`src/rtl/exp4_unidade_controle.sv`:
```
// exp4_unidade_controle: control unit for one round of the memory game.
// Sequences counter/register clears, waits for player moves (rising edge of
// jogada), captures switches, checks the comparator and ends the round as
// hit, miss or timeout.
//
// Ports
//   clock, reset_n         : clock (rising edge), async active-low reset
//   iniciar                : start / restart request (level)
//   jogada                 : raw move strobe (level, edge-detected here)
//   chavesIgualMemoria     : datapath comparator equality
//   fimC                   : datapath counter terminal count
//   zeraC, contaC          : address counter clear / increment
//   zeraR, registraR       : switch register clear / load
//   pronto, acertou,
//   errou, timeout         : round status flags
//   db_estado              : current state code for display
module exp4_unidade_controle #(
  parameter int unsigned TIMEOUT = 5000
) (
  input  logic       clock,
  input  logic       reset_n,
  input  logic       iniciar,
  input  logic       jogada,
  input  logic       chavesIgualMemoria,
  input  logic       fimC,
  output logic       zeraC,
  output logic       contaC,
  output logic       zeraR,
  output logic       registraR,
  output logic       pronto,
  output logic       acertou,
  output logic       errou,
  output logic       timeout,
  output logic [3:0] db_estado
);

  localparam int unsigned TW = (TIMEOUT > 1) ? $clog2(TIMEOUT) : 1;
  localparam logic [TW-1:0] TIMER_LAST = TW'(TIMEOUT - 1);

  typedef enum logic [3:0] {
    ST_INICIAL     = 4'b0000,
    ST_PREPARACAO  = 4'b0001,
    ST_ESPERA      = 4'b0010,
    ST_REGISTRA    = 4'b0011,
    ST_COMPARACAO  = 4'b0100,
    ST_PROXIMO     = 4'b0101,
    ST_FIM_ACERTOU = 4'b1010,
    ST_FIM_ERROU   = 4'b1110,
    ST_FIM_TIMEOUT = 4'b1101
  } state_t;

  state_t          state, state_next;
  logic [TW-1:0]   timer, timer_next;
  logic            jogada_d;
  logic            jogada_edge;

  logic zera_c_nx, conta_c_nx, zera_r_nx, registra_r_nx;
  logic pronto_nx, acertou_nx, errou_nx, timeout_nx;

  // Rising edge of the move strobe; only consumed while waiting in espera.
  assign jogada_edge = jogada & ~jogada_d;

  assign db_estado = state;

  // State, wait timer, edge-detect flop and registered Moore outputs.
  // Outputs are registered from the decode of the next state, so they match
  // a decode of the state register cycle for cycle and clear with reset.
  always_ff @(posedge clock or negedge reset_n) begin
    if (!reset_n) begin
      state     <= ST_INICIAL;
      timer     <= '0;
      jogada_d  <= 1'b0;
      zeraC     <= 1'b0;
      contaC    <= 1'b0;
      zeraR     <= 1'b0;
      registraR <= 1'b0;
      pronto    <= 1'b0;
      acertou   <= 1'b0;
      errou     <= 1'b0;
      timeout   <= 1'b0;
    end else begin
      state     <= state_next;
      timer     <= timer_next;
      jogada_d  <= jogada;
      zeraC     <= zera_c_nx;
      contaC    <= conta_c_nx;
      zeraR     <= zera_r_nx;
      registraR <= registra_r_nx;
      pronto    <= pronto_nx;
      acertou   <= acertou_nx;
      errou     <= errou_nx;
      timeout   <= timeout_nx;
    end
  end

  // Next-state, timer and output decode.
  always_comb begin
    state_next    = state;
    timer_next    = '0;
    zera_c_nx     = 1'b0;
    conta_c_nx    = 1'b0;
    zera_r_nx     = 1'b0;
    registra_r_nx = 1'b0;
    pronto_nx     = 1'b0;
    acertou_nx    = 1'b0;
    errou_nx      = 1'b0;
    timeout_nx    = 1'b0;

    case (state)
      ST_INICIAL:    if (iniciar) state_next = ST_PREPARACAO;
      ST_PREPARACAO: state_next = ST_ESPERA;
      ST_ESPERA: begin
        // A move wins over expiry; the timer only advances while staying,
        // so it never reaches TIMEOUT and never wraps.
        if (jogada_edge)              state_next = ST_REGISTRA;
        else if (timer == TIMER_LAST) state_next = ST_FIM_TIMEOUT;
        else                          timer_next = timer + TW'(1);
      end
      ST_REGISTRA:   state_next = ST_COMPARACAO;
      ST_COMPARACAO: begin
        if (!chavesIgualMemoria) state_next = ST_FIM_ERROU;
        else if (fimC)           state_next = ST_FIM_ACERTOU;
        else                     state_next = ST_PROXIMO;
      end
      ST_PROXIMO:    state_next = ST_ESPERA;
      ST_FIM_ACERTOU,
      ST_FIM_ERROU,
      ST_FIM_TIMEOUT: if (iniciar) state_next = ST_PREPARACAO;
      default:       state_next = ST_INICIAL;
    endcase

    case (state_next)
      ST_PREPARACAO: begin
        zera_c_nx = 1'b1;
        zera_r_nx = 1'b1;
      end
      ST_REGISTRA:   registra_r_nx = 1'b1;
      ST_PROXIMO:    conta_c_nx    = 1'b1;
      ST_FIM_ACERTOU: begin
        pronto_nx  = 1'b1;
        acertou_nx = 1'b1;
      end
      ST_FIM_ERROU: begin
        pronto_nx = 1'b1;
        errou_nx  = 1'b1;
      end
      ST_FIM_TIMEOUT: begin
        pronto_nx  = 1'b1;
        timeout_nx = 1'b1;
      end
      default: ;
    endcase
  end

endmodule

```
`config.mk`:
```
export PLATFORM = sky130hd
export DESIGN_NAME = exp4_unidade_controle
export DESIGN_NICKNAME = d
export VERILOG_FILES = /design/src/rtl/exp4_unidade_controle.sv
export SDC_FILE = /design/constraint.sdc
export NUM_CORES = 1
export LEC_CHECK = 0
export ABC_AREA = 1
export CORE_ASPECT_RATIO = 1.75
export CORE_MARGIN = 5
export CORE_UTILIZATION = 48
export DETAILED_ROUTE_END_ITERATION = 8
export GPL_TIMING_DRIVEN = 1
export PLACE_DENSITY = 0.75
export SLEW_MARGIN = 20
export SYNTH_ARGS = -nofsm -noshare
export SYNTH_HDL_FRONTEND = slang
export SYNTH_SLANG_ARGS = --single-unit
```
`constraint.sdc`:
```
create_clock -name clock -period 1.3 [get_ports clock]
set_input_delay 0.26 -clock clock [delete_from_list [all_inputs] [get_ports clock]]
set_output_delay 0.26 -clock clock [all_outputs]
set_load 0.1 [all_outputs]
```
# After elaboration in Yosys (flattened, before gate mapping)
# Cells that the tools add are included.
[word_totals] elab_cells=48 in_bits=6 register_bits=25 out_inout_bits=12
[classes] n_bitwise=2 muxes=16 eq_ne=15 n_addsub=1 n_reduce_logical=4
[ops] op="$mux W13" n=3
[ops] op="$eq A4 B4 Y1 const B" n=6
[ops] op="$mux W4" n=5
[ops] op="$pmux W4 S5" n=1
[ops] op="$add A13 B1 Y13 const B" n=1
[ops] op="$eq A13 B13 Y1 const B" n=1
[ops] op="$eq A4 B2 Y1 const B" n=3
[ops] op="$eq A4 B3 Y1 const B" n=3
[ops] op="$eq A4 B1 Y1 const B" n=2
[ops] op="$mux W1" n=7
[ops] op="$logic_not A4 Y1" n=1
[ops] op="$reduce_or A4 Y1" n=1
[ops] op="$reduce_or A3 Y1" n=1
[ops] op="$reduce_or A2 Y1" n=1
[ops] op="$and A1 B1 Y1" n=1
[ops] op="$not A1 Y1" n=1

# Depth between registers and ports, before layout
[depth] ltp_word=7 mapped_depth=10 depth_no_buf=10

# Least setup slack after synthesis
# Ideal clock, no wire load.
[synth_path] path_kind="register to register" from="reg state[3], in the netlist db_estado[3]" to="reg zeraR" path_buffers=0 stages_incl_launch_ff=9 path_slack_ns=-0.676 required_time_ns=1.229 setup_time_ns=0.071 synth_period_minus_slack_ns=1.976 arrival_time_ns=1.905 cell_sequence="dfrtp_1 -> inv_1 -> nand2_2 -> nand3_2 -> nand3_2 -> nand2_2 -> a21oi_1 -> nand2_1 -> nor2_1"
[synth_via] elab_chain_cells=5 word_cells_on_any_way=17 cone_classes="9 x eq/ne; 5 x mux; 3 x reduce/logical"
[synth_lines] item="start: declaration" line="52" text="state_t state, state_next;"
[synth_lines] item="start signal: assignment" line="82" text="state <= state_next;"
[synth_lines] item="$eq A4 B4 Y1, or another cell as far along" line="109" text="case (state)"
[synth_lines] item="$reduce_or A4 Y1 (no source line), or another cell as far along"
[synth_lines] item="$pmux W4 S5 *" line="109"
[synth_lines] item="$eq A4 B1 Y1 *"
[synth_lines] item="$mux W1 *"
[synth_lines] item="via zera_c_nx" line="57" text="logic zera_c_nx, conta_c_nx, zera_r_nx, registra_r_nx;"
[synth_lines] item="end signal: assignment" line="87" text="zeraR <= zera_r_nx;"
[synth_lines] item="end: declaration" line="28" text="output logic zeraR,"
# Mark *: on every way through the listed nets, which the timed path passes. The rest lies on a longest branch.

# Worst setup path after layout
[layout_path] from="reg timer[1]" to="reg timeout"
[layout_via] elab_chain_cells=6
[layout_lines] item="start: declaration" line="53" text="logic [TW-1:0] timer, timer_next;"
[layout_lines] item="start signal: assignment" line="83" text="timer <= timer_next;"
[layout_lines] item="$eq A13 B13 Y1" line="116" text="else if (timer == TIMER_LAST) state_next = ST_FIM_TIMEOUT;"
[layout_lines] item="$mux W4" line="116"
[layout_lines] item="$mux W4" line="115" text="if (jogada_edge) state_next = ST_REGISTRA;"
[layout_lines] item="$pmux W4 S5" line="109"
[layout_lines] item="via state_next[2]" line="52"
[layout_lines] item="$eq A4 B4 Y1" line="132" text="case (state_next)"
[layout_lines] item="$mux W1" line="132"
[layout_lines] item="via timeout_nx" line="58" text="logic pronto_nx, acertou_nx, errou_nx, timeout_nx;"
[layout_lines] item="end signal: assignment" line="92" text="timeout <= timeout_nx;"
[layout_lines] item="end: declaration" line="33" text="output logic timeout,"
# The timed path passes the listed nets, and every way through them passes these cells.

==> implementation parameters <==
Parameter                              Value

CTS
  Clock-pin transition on the worst setup and hold timing paths    0.09 ns
  TritonCTS Buffers    3
  H-Tree Level Count    1
  Sink count of the clock tree    25
  Hold-fix buffers at CTS    0
  Cell at the root of the clock tree    sky130_fd_sc_hd__clkbuf_8
  CTS tree    built
  Later-pin clock latency in the skew report    0.28 ns
  Clk buf depth    2

Synthesis
  Async set or reset register ratio after synthesis    1.00
  Mapped Nets    172
  Register area share after synthesis    0.459
  Share of Yosys cell area claimed by the top area cell type    0.459
  Syn Std Cell Area    1360 um^2
  Distinct cell type count after synthesis    29
  Leading post-synthesis cells by cell area    sky130_fd_sc_hd__dfrtp_1 (46%), sky130_fd_sc_hd__nand2_1 (8.3%), sky130_fd_sc_hd__nor2_1 (5.5%)
  Synth Warn #    0
  List of most frequent post-synthesis cells    sky130_fd_sc_hd__nand2_1 (30), sky130_fd_sc_hd__dfrtp_1 (25), sky130_fd_sc_hd__nor2_1 (20)
  Synthesized flop and latch total    25
  Most common cell in the synthesized netlist    sky130_fd_sc_hd__nand2_1
  Largest area contributor in the synthesized netlist    sky130_fd_sc_hd__dfrtp_1
  Post-Syn Instances    165
  Mean instance size in the synthesized netlist    8.27 um^2
  Post-synth top flop    sky130_fd_sc_hd__dfrtp_1
  EDFF count, synth    0

Status
  Run status    finished with violations
  Violated checks    setup timing

Die
  Initial core utilization    0.501
  Total Die Area    4050 um^2
  Placeable Area    2720 um^2
  Total number of placement rows    25
  Chip height    80.5 um
  Die extent in x    50.3 um
  Number of I/O pins    18

Routing
  Vias    1351
  Number of remaining DRC errors    0
  Violation count after the first detailed-routing iteration    31
  Number of nets with antenna violations after detailed routing    0
  Routed wire length per instance    18.1 um
  Drt via density    5.43
  Aggregate routed wire length    4.52 mm
  Pre-antenna DRT Iters    4

Timing
  Final critical-path setup slack    -0.272 ns
  Count of final setup violators    28
  Fmax    0.636 GHz
  Final clock skew    0.00274 ns
  Crit path time final    1.57 ns
  Final critical-path share of the clock period    1.21
  Final Slew Violations    0
  TNS Setup    -3.79 ns
  Unrepaired setup endpoints after global routing    yes
  Slew Limit Headroom    0.779
  Final hold vios    0
  Actual slew at the worst max-slew pin    0.329 ns

Global routing
  Global-route wire length before repair    6.45 mm
  Number of global-route vias before repair    1450
  Number of antenna violations at the first check in global routing    0
  Maximum number of pins on one net before global-route repair    26
  Total grt overflow    0
  Total global-route track usage    0.213

Setup path
  Critical path class    reg2reg
  Sum of buffers and inverters on the critical path    0
  Endpoint required time on the critical path    1.51 ns
  Endpoint type of the worst setup path    register
  Worst-path fanout max    6
  Slowest CP cell    sky130_fd_sc_hd__dfrtp_1
  Cell-by-cell listing of the critical path    ha_4 > nand2_4 > nor2_4 > nand3_4 > nand2_1 > nand2_1 > nand3_4 > nand2_2 > nor2_1
  Max stage delay on crit path    0.43 ns
  Crit path max-delay family    simple AND/OR/NAND/NOR gates
  Register-to-register setup slack    -0.27 ns
  Critical register-to-register path endpoint    timeout
  Data arrival, critical path    1.79 ns
  R2R Path Start    timer[1]
  Startpoint type of the worst setup path    register
  Reg2reg path depth    9

Final layout
  Footprint of the multi-input gates    847 um^2
  Area of all placed cells without fillers    2320 um^2
  Number of nets in the final layout    230
  Total inserted antenna cells    0
  Register cell area after layout    642 um^2
  Area growth from synthesis to layout    70.3%
  Number of standard cells in the layout, taps in and fillers out    249
  Share of layout cells above drive strength 1    0.586
  Post-route core utilization    0.853
  Layout fillers    135

Placed design
  Post-Place Cell Area    1960 um^2
  Routability cong.    0.899
  HPWL after detailed placement    2.60 mm
  Number of cells after detailed placement    236
  IO buf count    17

Power and ir drop
  Maximum resistive drop on vdd    1.68 mV
  Cell leakage power    1.07 nW
  Power density relative to cell area    2130 nW/um^2

Worst hold path
  Path class of the lowest-slack min-delay path    in2async

Flow run
  Max-cap check violation count    0
worst reg2reg max path, cell delays in order, from the launching register on:
cell                      delay (ns)
sky130_fd_sc_hd__dfrtp_1        0.43
sky130_fd_sc_hd__ha_4           0.18
sky130_fd_sc_hd__nand2_4        0.08
sky130_fd_sc_hd__nor2_4         0.13
sky130_fd_sc_hd__nand3_4        0.15
sky130_fd_sc_hd__nand2_1        0.12
sky130_fd_sc_hd__nand2_1        0.10
sky130_fd_sc_hd__nand3_4        0.14
sky130_fd_sc_hd__nand2_2        0.07
sky130_fd_sc_hd__nor2_1         0.12
final cells by class:
class,count,area share
timing repair buffer,55,0.274
clock inverter,1,0.00216
sequential,25,0.276
tap,27,0.0145
clock buffer,3,0.0178
inverter,26,0.0506
multi-input combinational,112,0.365
flip-flops by register name, indices dropped and copies added, names as in the netlist:
register	cells
timeout	1
timer	13
contaC	1
pronto	1
acertou	1
zeraR	1
db_estado	4
registraR	1
errou	1
jogada_d	1
stage by stage:
stage / power [W] / setup slack, ns / hold WS [ns]
4_1_cts: 0.00457 / -0.130 / 0.322
6_report: 0.00496 / -0.272 / 0.326
3_3_place_gp: 0.00374 / -0.261 / 0.506
5_1_grt: 0.00518 / -0.331 / 0.342
2_1_floorplan: 0.00276 / -0.183 / -0.0356
3_5_place_dp: 0.00380 / -0.370 / 0.534
cells in the final DEF (no fill, tap or decap), types with 4 or more instances in the layout:
cell	n
sky130_fd_sc_hd__a21oi_2	5
sky130_fd_sc_hd__nand2_1	22
sky130_fd_sc_hd__nor2_4	6
sky130_fd_sc_hd__nand2_2	10
sky130_fd_sc_hd__nor2_2	8
sky130_fd_sc_hd__dfrtp_4	4
sky130_fd_sc_hd__buf_12	15
sky130_fd_sc_hd__nand3_4	6
sky130_fd_sc_hd__clkdlybuf4s50_1	5
sky130_fd_sc_hd__nand3_1	5
sky130_fd_sc_hd__nand2_4	6
sky130_fd_sc_hd__dfrtp_1	20
sky130_fd_sc_hd__nor3_2	4
sky130_fd_sc_hd__inv_2	6
sky130_fd_sc_hd__inv_1	15
sky130_fd_sc_hd__buf_6	6
sky130_fd_sc_hd__buf_4	29
sky130_fd_sc_hd__nor2_1	12
sky130_fd_sc_hd__nand3_2	6
per-layer routing:
layer	share of wire	track usage	routed length, um	vias up
li1	-	-	-	633
met1	0.32	0.188	1460	656
met2	0.60	0.419	2700	41
met3	0.029	0.0371	133	21
met4	0.050	0.125	227	0
met5	0	0	0	-
repair_timing:
action | in CTS | in global routing
cloned | 0 | 0
resized for setup | 32 | 28
pin swaps | 13 | 6
endpoints found under the hold margin | 0 | 0
buffers inserted | 7 | 2
endpoints found under the setup margin | 25 | 28
how the worst max path moves through the flow:
stage                            start      end  cells after the start
final                         timer[1]  timeout                      9
after global routing      db_estado[0]    zeraR                      7
after CTS                 db_estado[1]  timeout                      8
after detailed placement        jogada    zeraR                      9
after global placement          jogada    errou                     10
after floorplan           db_estado[0]    zeraR                      8
power by group:
group          leakage [nW]  switching, W  total, W  internal (W)
Clock                0.0255      0.000275  0.000492      0.000216
Combinational         0.715       0.00205   0.00330       0.00126
Sequential            0.333      0.000214   0.00116      0.000947
Total                  1.07       0.00254   0.00495       0.00242
kinds of logic (layout without fill, tap and decap cells):
family	Yosys count	count (layout)	share of synthesized area
fa+ha+maj	1	1	0.00917
xor+xnor	4	4	0.0257
buf+inv	28	85	0.0807
compound gates	13	13	0.0578
simple gates	94	94	0.368
flops	25	25	0.459
(Power assumes the default switching activity.)
